===== config.mk =====
export PLATFORM = sky130hd
export DESIGN_NAME = mem_port_arbiter
export DESIGN_NICKNAME = d
export VERILOG_FILES = /design/src/rtl/mem_arb_types.sv /design/src/rtl/arb_fairness_ctr.sv /design/src/rtl/mem_port_arbiter.sv
export SDC_FILE = /design/constraint.sdc
export NUM_CORES = 1
export LEC_CHECK = 0
export BUFFER_PORTS_ARGS = -buffer_cell sky130_fd_sc_hd__buf_2
export CORE_MARGIN = 3
export CORE_UTILIZATION = 50
export DETAILED_ROUTE_END_ITERATION = 10
export PLACE_DENSITY_LB_ADDON = 0.15
export SYNTH_ARGS = -nofsm -noshare
export SYNTH_HDL_FRONTEND = slang
export SYNTH_HIERARCHICAL = 1
export SYNTH_SLANG_ARGS = --single-unit
export TNS_END_PERCENT = 30

===== constraint.sdc =====
create_clock -name clk -period 3.25 [get_ports clk]
set_input_delay 0.8125 -clock clk [delete_from_list [all_inputs] [get_ports clk]]
set_output_delay 0.8125 -clock clk [all_outputs]
set_load 0.02 [all_outputs]

===== src/rtl/mem_arb_types.sv =====
// Shared types for the fetch/data single-port memory arbiter.
// Holds the arbiter FSM encoding and the owner tag of the access in flight.
package mem_arb_types;

    typedef enum logic [1:0] {
        ARB_IDLE  = 2'd0,
        ARB_ISSUE = 2'd1,
        ARB_WAIT  = 2'd2,
        ARB_RESP  = 2'd3
    } arb_state_t;

    typedef enum logic {
        OWN_IF = 1'b0,
        OWN_DM = 1'b1
    } arb_owner_t;

endpackage


===== src/rtl/arb_fairness_ctr.sv =====
// Grant decision for the arbiter: data first, but a fetch that has watched
// MAX_DATA_BURST consecutive data grants wins the next arbitration.
module arb_fairness_ctr
    import mem_arb_types::*;
#(
    parameter int MAX_DATA_BURST = 4
) (
    input  logic clk,
    input  logic reset,
    input  logic if_req,
    input  logic dm_req,
    input  logic grant_en,
    output logic grant_if,
    output logic grant_dm
);

    localparam int CW = $clog2(MAX_DATA_BURST + 1);
    localparam logic [CW-1:0] BURST_MAX = CW'(MAX_DATA_BURST);

    logic [CW-1:0] starve_cnt;
    logic          fetch_due;

    always_comb begin
        fetch_due = (starve_cnt == BURST_MAX);
        grant_if  = 1'b0;
        grant_dm  = 1'b0;
        if (grant_en) begin
            if (dm_req && !(if_req && fetch_due)) begin
                grant_dm = 1'b1;
            end else if (if_req) begin
                grant_if = 1'b1;
            end
        end
    end

    // Counts data grants that a waiting fetch had to watch go by.
    always_ff @(posedge clk) begin
        if (!reset) begin
            starve_cnt <= '0;
        end else if (grant_if) begin
            starve_cnt <= '0;
        end else if (grant_dm) begin
            if (!if_req) begin
                starve_cnt <= '0;
            end else if (starve_cnt != BURST_MAX) begin
                starve_cnt <= starve_cnt + CW'(1);
            end
        end
    end

endmodule


===== src/rtl/mem_port_arbiter.sv =====
// Shares one single-port RAM between the CPU fetch and data ports.
// Every output is a register or a decode of registered state.
module mem_port_arbiter
    import mem_arb_types::*;
#(
    parameter int ADDR_W         = 32,
    parameter int DATA_W         = 32,
    parameter int RD_LAT         = 1,
    parameter int MAX_DATA_BURST = 4
) (
    input  logic              clk,
    input  logic              reset,
    input  logic              if_req,
    input  logic [ADDR_W-1:0] if_addr,
    output logic              if_rdy,
    output logic [15:0]       if_data,
    input  logic              dm_req,
    input  logic              dm_we,
    input  logic [ADDR_W-1:0] dm_addr,
    input  logic [DATA_W-1:0] dm_wdata,
    output logic              dm_rdy,
    output logic [DATA_W-1:0] dm_rdata,
    output logic [ADDR_W-1:0] ram_addr,
    output logic [DATA_W-1:0] ram_wdata,
    output logic              ram_we,
    input  logic [DATA_W-1:0] ram_rdata,
    output logic              busy
);

    // Handshake: a requester holds req (with stable address/data) until its
    // rdy pulses for exactly one cycle; read data is valid in that cycle only.

    localparam int LW = $clog2(RD_LAT + 1);
    localparam logic [LW-1:0] LAT_LOAD = LW'(RD_LAT);

    arb_state_t        state;
    arb_state_t        state_nxt;
    arb_owner_t        owner_q;
    logic [ADDR_W-1:0] addr_q;
    logic [DATA_W-1:0] wdata_q;
    logic              we_q;
    logic [LW-1:0]     lat_cnt;
    logic              lat_done;
    logic [15:0]       if_data_q;
    logic [DATA_W-1:0] dm_rdata_q;
    logic              grant_en;
    logic              grant_if;
    logic              grant_dm;

    arb_fairness_ctr #(
        .MAX_DATA_BURST(MAX_DATA_BURST)
    ) u_fairness (
        .clk      (clk),
        .reset    (reset),
        .if_req   (if_req),
        .dm_req   (dm_req),
        .grant_en (grant_en),
        .grant_if (grant_if),
        .grant_dm (grant_dm)
    );

    always_comb begin
        state_nxt = state;
        grant_en  = 1'b0;
        lat_done  = (lat_cnt == LW'(1));
        unique case (state)
            ARB_IDLE: begin
                grant_en = 1'b1;
                if (grant_if || grant_dm) begin
                    state_nxt = ARB_ISSUE;
                end
            end
            ARB_ISSUE: begin
                state_nxt = we_q ? ARB_RESP : ARB_WAIT;
            end
            ARB_WAIT: begin
                if (lat_done) begin
                    state_nxt = ARB_RESP;
                end
            end
            ARB_RESP: begin
                state_nxt = ARB_IDLE;
            end
            default: begin
                state_nxt = ARB_IDLE;
            end
        endcase
    end

    always_ff @(posedge clk) begin
        if (!reset) begin
            state      <= ARB_IDLE;
            owner_q    <= OWN_IF;
            addr_q     <= '0;
            wdata_q    <= '0;
            we_q       <= 1'b0;
            lat_cnt    <= '0;
            if_data_q  <= '0;
            dm_rdata_q <= '0;
        end else begin
            state <= state_nxt;

            // Fetches never write, so we_q alone marks a data write.
            if (grant_dm) begin
                owner_q <= OWN_DM;
                addr_q  <= dm_addr;
                wdata_q <= dm_wdata;
                we_q    <= dm_we;
            end else if (grant_if) begin
                owner_q <= OWN_IF;
                addr_q  <= if_addr;
                we_q    <= 1'b0;
            end

            if (state == ARB_ISSUE) begin
                lat_cnt <= LAT_LOAD;
            end else if (state == ARB_WAIT && !lat_done) begin
                lat_cnt <= lat_cnt - LW'(1);
            end

            if (state == ARB_WAIT && lat_done) begin
                if (owner_q == OWN_IF) begin
                    if_data_q <= ram_rdata[15:0];
                end else begin
                    dm_rdata_q <= ram_rdata;
                end
            end
        end
    end

    assign ram_addr  = addr_q;
    assign ram_wdata = wdata_q;
    assign ram_we    = (state == ARB_ISSUE) && we_q;
    assign if_rdy    = (state == ARB_RESP) && (owner_q == OWN_IF);
    assign dm_rdy    = (state == ARB_RESP) && (owner_q == OWN_DM);
    assign busy      = (state != ARB_IDLE);
    assign if_data   = if_data_q;
    assign dm_rdata  = dm_rdata_q;

endmodule

==> insert_results.sql <==
INSERT INTO impl_metrics (metric_group, metric, value, unit) VALUES
('clock_tree', 'tritoncts_num_sinks', '120', ''),
('power_and_ir_drop', 'cellInternalPower', '3.387', 'mW'),
('detailed_routing', 'wl_per_cell', '14.29', 'um'),
('synthesis', 'synth_sequential_area_ratio', '46.11', '%'),
('synthesis', 'number_of_register_bits_inferred_by_synthesis', '120', ''),
('clock_tree', 'clockBufferDepth', '2', ''),
('synthesis', 'synthAdderAreaFrac', '1.441', '%'),
('worst_setup_path', 'worst_ep_required_time', '2440', 'ps'),
('synthesis', 'mux_share_of_post_synthesis_cell_area', '12.49', '%'),
('clock_tree', 'ctsHtreeMaxLevel', '4', ''),
('timing', 'fmaxAchievable', '0.4248', 'GHz'),
('job', 'max_cap_viol_count', '0', ''),
('timing', 'timing.final.setup_violations', '0', ''),
('power_and_ir_drop', 'power_switching', '1.564', 'mW'),
('place', 'dpl.hpwl', '9690', 'um'),
('place', 'finalWeightedCongestion', '0.9053', ''),
('worst_setup_path', 'critical_path.endpoint_type', 'primary output', ''),
('worst_setup_path', 'critical_path.most_common_cell', 'inv_1', ''),
('timing', 'hold_viol', '0', ''),
('clock_tree', 'ctsRootBufferMaster', 'clkbuf_8', ''),
('global_routing', 'grt_first_pass_wirelength', '20800', 'um'),
('floorplan', 'design.die.area', '11680', 'um2'),
('power_and_ir_drop', 'pwr_density_cell', '704.1', 'nW/um2'),
('synthesis', 'synth_top_family_by_area', 'simple AND/OR/NAND/NOR gates', ''),
('outcome', 'status', 'complete, no violations', ''),
('final_layout', 'most-common-layout-cells', 'buf_2, nand2_1, dfxtp_1, mux2i_1, a21boi_2', ''),
('synthesis', 'yosys.cell_types.count', '32', ''),
('detailed_routing', 'antenna_violating_nets_post_route', '0', ''),
('synthesis', 'number_of_warnings_issued_by_yosys', '6', ''),
('worst_setup_path', 'path_cells', 'inv_1 -> ha_1 -> inv_1 -> buf_2', ''),
('synthesis', 'synth_flop_cell', 'dfxtp_1', ''),
('detailed_routing', 'route.detailed.vias_per_inst', '4.887', ''),
('global_routing', 'global_route.usage.total', '22.22', '%'),
('clock_tree', 'clk_transition_reported_paths', '60', 'ps'),
('clock_tree', 'cts_hold_buffers', '0', ''),
('timing', 'timing.final.max_slew_violations', '0', ''),
('worst_setup_path', 'worstSetupStartpointType', 'flip-flop', ''),
('synthesis', 'yosys.area_share.xor_xnor', '0', '%'),
('detailed_routing', 'drtPass1Iterations', '4', ''),
('timing', 'tns', '0', 'ps'),
('final_layout', 'flow.area_growth_from_synthesis', '34.97', '%'),
('timing', 'rsz0062_at_grt', 'no', ''),
('timing', 'fin_worst_skew', '10.06', 'ps'),
('power_and_ir_drop', 'pwr-share-clk', '38.2', '%'),
('final_layout', 'drive_gt1_share', '41.51', '%'),
('min_path', 'holdCritPathClass', 'reg -> reg', ''),
('global_routing', 'antenna_found_initial', '0', ''),
('global_routing', 'grt_pass1_vias', '4522', ''),
('detailed_routing', 'dr_total_vias', '4535', ''),
('synthesis', 'yosys.area_share.simple', '19.88', '%'),
('clock_tree', 'post_cts.repair.setup_buffers', '0', ''),
('floorplan', 'top_level_ports', '249', ''),
('worst_setup_path', 'worst-endpoint-arrival', '1540', 'ps'),
('clock_tree', 'ctsResizeCount', '0', ''),
('synthesis', 'post_synth_instance_area', '5210', 'um2'),
('place', 'buffer_ports.inserted', '248', ''),
('worst_setup_path', 'worst_path_max_delay_cell', 'dfxtp_1', ''),
('timing', 'period_minus_slack', '2354', 'ps'),
('floorplan', 'core_area', '9955', 'um2'),
('timing', 'slew_headroom', '17.92', '%'),
('synthesis', 'synth_cells', '547', ''),
('detailed_routing', 'initialDrtViolationCount', '198', ''),
('synthesis', 'async_flop_share', '0', '%'),
('synthesis', 'synthesis.nets', '686', ''),
('timing', 'timing.final.crit_share', '72.43', '%'),
('timing', 'worst_pin_slew', '1228', 'ps'),
('synthesis', 'average_cell_area_after_synthesis', '9.525', 'um2'),
('synthesis', 'synth-edff-count', '0', ''),
('floorplan', 'die_w', '108.1', 'um'),
('power_and_ir_drop', 'power.static_leakage', '3.214', 'nW'),
('floorplan', 'initial_utilization', '52.34', '%');
[through the flow]
stage	hold WS, ps	power (mW)	std cells	utilization, %	setup slack, ps
final	461.3	4.951	928	70.64	896.0
after CTS	462.7	4.995	928	70.64	860.7
after global routing	478.0	5.213	928	70.64	767.2
after floorplan	466.3	2.736	547	-	1424
after detailed placement	454.1	3.098	896	64.57	924.4
after global placement	447.2	3.050	896	64.57	1014
[state kept, by name, summed over array words and instances, names as in the netlist]
register / cells
lat_cnt: 1
if_data: 16
ram_wdata: 32
ram_addr: 32
state: 2
dm_rdata: 32
owner_q: 1
we_q: 1
u_fairness/starve_cnt: 3
[synth_stat cells, types with 6 or more instances]
library cell | number | area, um2
mux2i_1 | 65 | 650.6
inv_1 | 8 | 30.03
ha_1 | 6 | 75.07
nand2_1 | 135 | 506.7
buf_6 | 9 | 101.4
nor2b_1 | 36 | 225.2
clkbuf_1 | 16 | 60.06
a21boi_2 | 40 | 450.4
a21boi_0 | 8 | 60.06
o21ai_0 | 35 | 175.2
and2_1 | 34 | 212.7
dfxtp_1 | 120 | 2402
[logic make-up after synthesis]
group           after synthesis
buf+inv                      46
flops                       120
simple gates                219
mux                          65
fa+ha+maj                     6
compound gates               91
[cell type report]
cell class | count | area [um2]
Clock buffer | 17 | 414.1
Clock inverter | 15 | 190.2
Fill cell | 820 | 2923
Inverter | 8 | 30.03
Multi-Input combinational cell | 381 | 2530
Sequential cell | 120 | 2402
Tap cell | 133 | 166.4
Timing Repair Buffer | 254 | 1299
[layer usage]
| metal | track usage [%] | routed length (um) | vias to the layer above |
|---|---|---|---|
| met3 | 6.746 | 1009 | 15 |
| li1 | - | - | 2274 |
| met2 | 39.21 | 6622 | 164 |
| met5 | 0 | 0 | - |
| met4 | 6.943 | 218 | 0 |
| met1 | 25.78 | 5413 | 2082 |
[power by group through the flow]
stage	Sequential [mW]	Clock [mW]	Combinational, mW
after floorplan	1.96	0	0.774
after detailed placement	1.78	0	1.32
final	1.76	1.89	1.30
after global routing	1.78	1.99	1.45
after global placement	1.78	0	1.27
after CTS	1.76	1.92	1.32
[worst max-delay path: cells and delay by family, from the launching register on]
| kind | cells | cell delay [ps] |
|---|---|---|
| DFF | 1 | 380 |
| buffers and inverters | 3 | 390 |
| adders and majority gates | 1 | 290 |
[final timing paths]
kind / from / to / slack, ps / depth (start not counted)
worst max-delay path: state[0] / busy / 900 / 4
worst min-delay path: dm_rdata[22] / dm_rdata[22] / 460 / 2
worst max register to register: state[0] / dm_rdata[27] / 1060 / 5
worst min register to register: dm_rdata[22] / dm_rdata[22] / 460 / 2
Note: power is estimated with default switching activity, not from simulation.
